**config.mk**
```make
export PLATFORM = sky130hd
export DESIGN_NAME = sum_deskew
export DESIGN_NICKNAME = d
export VERILOG_FILES = /design/src/rtl/sysarr_pkg.sv /design/src/rtl/row_fifo.sv /design/src/rtl/sum_deskew.sv
export SDC_FILE = /design/constraint.sdc
export NUM_CORES = 1
export LEC_CHECK = 0
export ABC_AREA = 1
export BUFFER_PORTS_ARGS = -buffer_cell sky130_fd_sc_hd__buf_2
export CAP_MARGIN = 25
export CORE_ASPECT_RATIO = 0.9
export CORE_MARGIN = 5
export CORE_UTILIZATION = 40
export CTS_CLUSTER_SIZE = 30
export DETAILED_ROUTE_END_ITERATION = 10
export PLACE_DENSITY_LB_ADDON = 0.12
export SLEW_MARGIN = 20
export SYNTH_ARGS = -nofsm -noshare
export SYNTH_HDL_FRONTEND = slang
export SYNTH_HIERARCHICAL = 1
export SYNTH_SLANG_ARGS = --single-unit
```
**constraint.sdc**
```tcl
create_clock -name clk -period 3.6 [get_ports clk]
set_clock_uncertainty 0.1 [all_clocks]
set_input_delay 0.18 -clock clk [delete_from_list [all_inputs] [get_ports clk]]
set_output_delay 0.18 -clock clk [all_outputs]
set_load 0.1 [all_outputs]
```
**src/rtl/sysarr_pkg.sv**
```systemverilog
`default_nettype none
// ============================================================================
// Module   : sysarr_pkg
// Brief    : Shared widths and row type for the 2x2 systolic array slice.
// Revision : 1.0 - initial release
// ============================================================================
package sysarr_pkg;

    localparam int MACC_W = 16;
    localparam int COLS   = 2;
    localparam int ROW_W  = MACC_W * COLS;

    // Column 1 sits in element [0], column 2 in element [1].
    typedef logic [COLS-1:0][MACC_W-1:0] row_t;

endpackage
`default_nettype wire

```
**src/rtl/row_fifo.sv**
```systemverilog
`default_nettype none
// ============================================================================
// Module   : row_fifo
// Brief    : Registered-output row FIFO, DEPTH entries, no fall-through.
// Revision : 1.0 - initial release
// ============================================================================
module row_fifo
    import sysarr_pkg::*;
#(
    parameter int DEPTH = 4
) (
    input  logic clk,
    input  logic reset,
    input  logic push,
    input  row_t push_data,
    input  logic pop,
    output row_t pop_data,
    output logic full,
    output logic empty
);

    localparam int AW = (DEPTH > 1) ? $clog2(DEPTH) : 1;

    row_t            r_mem [DEPTH];
    logic [AW-1:0]   r_wptr;
    logic [AW-1:0]   r_rptr;
    logic [AW:0]     r_count;

    logic            w_pop;
    logic            w_push;

    assign w_pop  = pop & ~empty;
    // A full FIFO still takes a push when the head leaves in the same cycle.
    assign w_push = push & (~full | w_pop);

    always_ff @(posedge clk) begin
        if (reset) begin
            r_wptr  <= '0;
            r_rptr  <= '0;
            r_count <= '0;
        end else begin
            if (w_push) r_wptr <= r_wptr + AW'(1);
            if (w_pop)  r_rptr <= r_rptr + AW'(1);
            case ({w_push, w_pop})
                2'b10:   r_count <= r_count + (AW+1)'(1);
                2'b01:   r_count <= r_count - (AW+1)'(1);
                default: r_count <= r_count;
            endcase
        end
    end

    always_ff @(posedge clk) begin
        if (w_push) r_mem[r_wptr] <= push_data;
    end

    assign full     = (r_count == (AW+1)'(DEPTH));
    assign empty    = (r_count == '0);
    // Empty reads as zero so stale storage never shows on the output.
    assign pop_data = empty ? '0 : r_mem[r_rptr];

endmodule
`default_nettype wire

```
**src/rtl/sum_deskew.sv**
```systemverilog
`default_nettype none
// ============================================================================
// Module   : sum_deskew
// Brief    : Re-aligns the skewed column outputs of a 2x2 systolic array into
//            32-bit rows and buffers them. Optional row counter enabled by
//            defining SUM_DESKEW_ROWCNT_EN.
// Revision : 1.0 - initial release
// ============================================================================
module sum_deskew
    import sysarr_pkg::*;
#(
    parameter int DEPTH = 4
) (
    input  logic              clk,
    input  logic              reset,
    input  logic              activeout1,
    input  logic              activeout2,
    input  logic [MACC_W-1:0] maccout1,
    input  logic [MACC_W-1:0] maccout2,
    output logic              row_valid,
    input  logic              row_ready,
    output logic [ROW_W-1:0]  row_data,
    output logic              full,
    output logic              overflow,
    output logic              skew_err,
    output logic [7:0]        row_count
);

    logic              r_d1_valid;
    logic [MACC_W-1:0] r_d1_data;
    logic              r_overflow;
    logic              r_skew_err;

    logic              w_row_form;
    logic              w_pop;
    logic              w_drop;
    logic              w_empty;
    row_t              w_row;
    row_t              w_head;

    // Column 2 lags column 1 by one cycle; the delayed column 1 pairs with it.
    assign w_row_form = activeout2 & r_d1_valid;
    assign w_row[1]   = maccout2;
    assign w_row[0]   = r_d1_data;

    assign row_valid  = ~w_empty;
    assign w_pop      = row_valid & row_ready;
    assign w_drop     = w_row_form & full & ~w_pop;

    always_ff @(posedge clk) begin
        if (reset) begin
            r_d1_valid <= 1'b0;
            r_d1_data  <= '0;
            r_overflow <= 1'b0;
            r_skew_err <= 1'b0;
        end else begin
            r_d1_valid <= activeout1;
            r_d1_data  <= maccout1;
            if (w_drop)                   r_overflow <= 1'b1;
            if (activeout2 ^ r_d1_valid)  r_skew_err <= 1'b1;
        end
    end

    row_fifo #(
        .DEPTH (DEPTH)
    ) u_row_fifo (
        .clk       (clk),
        .reset     (reset),
        .push      (w_row_form),
        .push_data (w_row),
        .pop       (w_pop),
        .pop_data  (w_head),
        .full      (full),
        .empty     (w_empty)
    );

    assign row_data = w_head;
    assign overflow = r_overflow;
    assign skew_err = r_skew_err;

`ifdef SUM_DESKEW_ROWCNT_EN
    logic       w_accept;
    logic [7:0] r_row_count;

    // Counts rows that actually entered storage; drops are excluded.
    assign w_accept = w_row_form & (~full | w_pop);

    always_ff @(posedge clk) begin
        if (reset)         r_row_count <= '0;
        else if (w_accept) r_row_count <= r_row_count + 8'd1;
    end

    assign row_count = r_row_count;
`else
    assign row_count = '0;
`endif

endmodule
`default_nettype wire
```
# After elaboration in Yosys (flattened, before gate mapping)
# Memories as Yosys holds them, arrays and structs flattened. A register that Yosys moved wholly into a read port is not among the register bits.
# Cells that the tools add are included.
op_classes:
  add_sub_neg: 4
  eq_ne: 3
  muxes: 6
  n_bitwise: 11
  reduce_logical: 2
ops:
  columns: ["operator", "n"]
  rows:
  - ["32-bit two-way mux", 1]
  - ["1-bit AND", 6]
  - ["3-bit case mux with 2 select lines", 1]
  - ["2-bit by 1-bit adder with 2-bit output, second input constant", 2]
  - ["2-bit two-way mux", 2]
  - ["3-bit by 1-bit adder with 3-bit output, second input constant", 1]
  - ["3-bit equality test, second input constant", 1]
  - ["3-bit zero test", 1]
  - ["1-bit NOT", 3]
  - ["3-bit by 1-bit subtractor with 3-bit output, second input constant", 1]
  - ["2-bit by 1-bit equality test with 1-bit output, second input constant", 1]
  - ["2-bit equality test, second input constant", 1]
  - ["1-bit two-way mux", 2]
  - ["2-bit nonzero test", 1]
  - ["1-bit OR", 1]
  - ["1-bit XOR", 1]
totals:
  ff_bits: 26
  ramBits: 128
  in_bits: 37
  elab_cells: 34
  mem_count: 1
mem_list:
  columns: ["memory", "words", "width", "rd", "rd_ports_with_merged_regs", "write_ports", "line", "source"]
  rows:
  - ["u_row_fifo.r_mem", 4, 32, 1, 1, 1, "row_fifo.sv:24", "row_t r_mem [DEPTH];"]

# Longest topological paths before layout
depth:
  depth_word: 8
  ltp_mapped: 19
  ltp_nobuf: 18

# Cells and area by module
# The synthesis kept the hierarchy.
by_module_without_submodules:
  columns: ["module", "instances", "cells_each", "area_per_inst_um2", "seq_area_each_um2"]
  rows:
  - ["row_fifo", 1, 451, 5464.0, 4023.9]
  - ["sum_deskew", 1, 75, 649.4, 380.4]

# Worst setup path before layout
# OpenSTA, ideal clock, no wires.
synth_path:
  path_type: "flip-flop to flip-flop"
  from: "register u_row_fifo.r_count[1]"
  to: "memory u_row_fifo/r_mem[0][0] in the netlist's numbering, enable pin"
  setup_ns: 0.421
  arrival_ns: 3.318
  slack_ns: -0.239
  stages_incl_launch_ff: 12
  synth_period_minus_slack_ns: 3.839
  path_cell_list: "dfxtp_1 > nor2_1 > nand2_1 > inv_1 > buf_2 > inv_1 > nand2_1 > inv_1 > inv_1 > nand3_1 > nand2_1 > nor2_1"
synth_between:
  elab_chain_cells: 8
  elab_cells_between_ends: 10
  cone_classes: "1 x eq/ne; 2 x mux; 6 x bitwise; 1 x reduce/logical"
synth_rtl:
  columns: ["element", "line", "source"]
  rows:
  - ["start: declaration", "row_fifo.sv:27", "logic [AW:0] r_count;"]
  - ["start signal: assignment", "row_fifo.sv:45", "2'b10: r_count <= r_count + (AW+1)'(1);"]
  - ["start signal: assignment", "row_fifo.sv:46", "2'b01: r_count <= r_count - (AW+1)'(1);"]
  - ["start signal: assignment", "row_fifo.sv:47", "default: r_count <= r_count;"]
  - ["3-bit zero test", "row_fifo.sv:57", "assign empty = (r_count == '0);"]
  - ["via w_empty", "sum_deskew.sv:37", "logic w_empty;"]
  - ["1-bit NOT", "sum_deskew.sv:46", "assign row_valid = ~w_empty;"]
  - ["via row_valid", "sum_deskew.sv:20", "output logic row_valid,"]
  - ["1-bit AND", "sum_deskew.sv:47", "assign w_pop = row_valid & row_ready;"]
  - ["via w_pop", "sum_deskew.sv:35", "logic w_pop;"]
  - ["1-bit AND", "row_fifo.sv:32", "assign w_pop = pop & ~empty;"]
  - ["1-bit OR", "row_fifo.sv:34", "assign w_push = push & (~full | w_pop);"]
  - ["1-bit AND", "row_fifo.sv:34", null]
  - ["1-bit two-way mux", "row_fifo.sv:53", "if (w_push) r_mem[r_wptr] <= push_data;"]
  - ["1-bit two-way mux (not written as such)", "row_fifo.sv:53", null]
  - ["end: declaration", "row_fifo.sv:24", null]
# The timed path passes the listed nets, and every way through them passes these cells.

==> results.ini <==
[route]
detail-route-antenna-nets=0
wire_per_inst_um=14.9
dr.first_iter.drc_count=177
vias_per_cell=4.64
detail_route.first_pass.iterations=4
wl_um=12600
remaining_drc_errors=0
route.vias.total=3914

[finish]
antennaDiodeCount=0
syn_to_final_growth_pct=23.1
share_of_layout_cells_above_drive_strength_1=0.180
finalNonFillerCells=844
seq_area_mm2=0.00441
final_cell_area_mm2=0.00753
most-common-layout-cells=155 x nor2_1, 128 x edfxtp_1, 72 x buf_2
final_common_cell=nor2_1
fin_util=0.506
multi_input_comb_area_mm2=0.00137
filler_cell_count=1299
design.final.nets=677

[die]
design.portCount=81
core.rowCount=42
placeableCoreArea_mm2=0.0149
dieHeight_um=127
initial_cell_density_of_the_core=0.411
floorplan.die_area_mm2=0.0179
die_width_um=140

[critical_path]
capturing_element_type_of_the_critical_path=output port
worstPathArrival_ns=2.75
timing.critical_path.from_type=flop
critPathSlowestCell=dfxtp_2
critical_path.max_fanout=33
path_delay_family=buffers and inverters
critical_path_required_ns=3.32
critPathKind=flop to output port
path_buf_inv=2
worstPathCellList=inv_2 > nor2_1 > o21ai_0 > a21oi_1 > buf_2
timing.critical_path.slowest_cell_delay_ns=0.83

[cts]
htree_levels=4
cts.reportedPaths.clkPinSlew_ns=0.06
cts.root.buffer_cell=clkbuf_16
cts_resized=0
cts_tree=yes
tritoncts.num_buffers=17
cts_buffer_depth=2
cts.sink_count=156
worst_skew_pair.late_latency_ns=0.41

[status]
outcome=finished, final reports clean

[sta]
finalCriticalPeriod_ns=3.03
drv_slew=0
worstMarginPinSlew_ns=0.789
highest_attainable_clock_frequency_mhz=330
setup_violations=0
rsz0062_at_grt=no
report.final.hold_viol_count=0
finalCritPeriodShare=0.843
timing.max_slew.rel_slack=0.474
post_route_setup_tns_ns=0

[synthesis]
synth_simple_gate_area_frac=0.114
post_synth_num_cell_types=20
synth.ff_latch_count=156
ys_seq_area_frac=0.720
synthAdderAreaFrac=0.0156
synth.mux.area_fraction=0
yosys_warnings=6
synth_top_family_by_area=simple AND/OR/NAND/NOR gates
synth_compound_area_frac=0.0851
syn_area_mm2=0.00611
postSynthCellCount=526
avgSynthCellArea_um2=11.6
yosys.area_share.xor_xnor=0

[power]
vdd_ir_drop_max_mv=0.365
p_total_uw=4290
pwr_density_cell_mw_per_mm2=570
leakagePower_uw=0.00295

[placed_design]
placed_cell_count=777
number_of_port_buffers=72
detailed_place_hpwl_um=7210
gpl.final_weighted_congestion=0.734
dp_area_mm2=0.00660

[hold_path]
hp-class=input pin to flop

[global_routing]
grt_pass1_vias=3849
grt_pass1_wl_um=20100
grtUsageTotal=0.146
pin_count_of_the_biggest_net_entering_global_routing=65
grt_overflow_total=0
number_of_antenna_violations_at_the_first_check_in_global_routing=0

[job]
max_capacitance_violation_count=0

-- kinds of logic after synthesis --
| family | after synthesis |
|---|---|
| AOI/OAI and AO/OA | 104 |
| adders and majority gates | 7 |
| DFF | 156 |
| and+or+nand+nor | 183 |
| other | 1 |
| buffers and inverters | 75 |
-- layout make-up --
type                    instances  area share
repair buffers                114       0.101
well taps                     198      0.0329
inverters                      42      0.0209
flip-flops and latches        156       0.585
clock inverters                 8      0.0120
multi-input cells             302       0.182
clock buffers                  24      0.0653
-- timing repair --
action	4_1_cts	5_1_grt
hold buffers	35	0
endpoints found under the hold margin	83	0
setup buffers	0	0
endpoints found under the setup margin	0	0
-- sequential cells by signal (all words and copies together) (netlist names), named ones only --
name,cells
u_row_fifo/r_mem,128
r_d1_data,16
u_row_fifo/r_count,3
u_row_fifo/r_rptr,2
u_row_fifo/r_wptr,2
overflow,1
r_d1_valid,1
skew_err,1
-- layer usage --
| layer | up-vias | routed length, um | GRT usage |
|---|---|---|---|
| met5 | - | 0 | 0 |
| met4 | 0 | 223 | 0.0667 |
| met3 | 18 | 541 | 0.0329 |
| met2 | 77 | 5860 | 0.229 |
| met1 | 1847 | 5960 | 0.195 |
| li1 | 1972 | - | - |
-- synth_stat cells --
cell	number	area, um2
o21ai_1	37	185
ha_1	6	75.1
nor3_1	1	5.00
buf_6	8	90.1
o21ai_0	29	145
a21oi_1	38	190
nand2_1	17	63.8
inv_2	1	3.75
buf_2	8	40.0
edfxtp_1	128	3840
nor2_1	159	597
dfxtp_1	28	561
buf_4	8	60.1
clkbuf_1	7	26.3
buf_8	1	15.0
conb_1	1	3.75
nand3_1	6	30.0
clkbuf_2	1	5.00
fa_1	1	20.0
inv_1	41	154
-- worst register-to-register path: stages (launching register included) --
cell and delay (ns):
dfxtp_1 0.34, nor2_1 0.16, nand2_1 0.12, inv_1 0.08, inv_1 0.05, nand2_1 0.07
inv_1 0.08, inv_1 0.06, nand3_1 0.18, nand2_1 0.38, ha_1 0.25, inv_1 0.07
fa_1 0.38, inv_1 0.07, nand2_1 0.05, nand3_1 0.08, nand2_1 0.06, nand2_1 0.05
nor2_1 0.04
-- through the flow --
| step | hold slack (ns) | setup WS (ns) |
|---|---|---|
| floorplan | 0.158 | -0.239 |
| global placement | 0.279 | 0.689 |
| detailed placement | 0.288 | 0.890 |
| CTS | 0.0654 | 0.529 |
| global route | 0.0883 | 0.384 |
| finish | 0.0672 | 0.566 |
-- worst paths after layout --
check	startpoint	depth (start not counted)	slack, ns	endpoint
max reg2reg	u_row_fifo/r_count[1]	18	0.84	u_row_fifo/r_count[2]
min reg2reg	overflow	2	0.35	overflow
min	reset	2	0.07	r_d1_data[13]
max	flop	5	0.57	row_data[6]
-- power breakdown --
part           internal (uW)  switching (uW)  leakage (uW)  total [uW]
Sequential              1990            18.6       0.00140        2000
Clock                   1090             647      0.000294        1730
Combinational            103             448       0.00126         550
Total                   3180            1110       0.00295        4290
No activity file was read; power rests on OpenSTA's default activity.
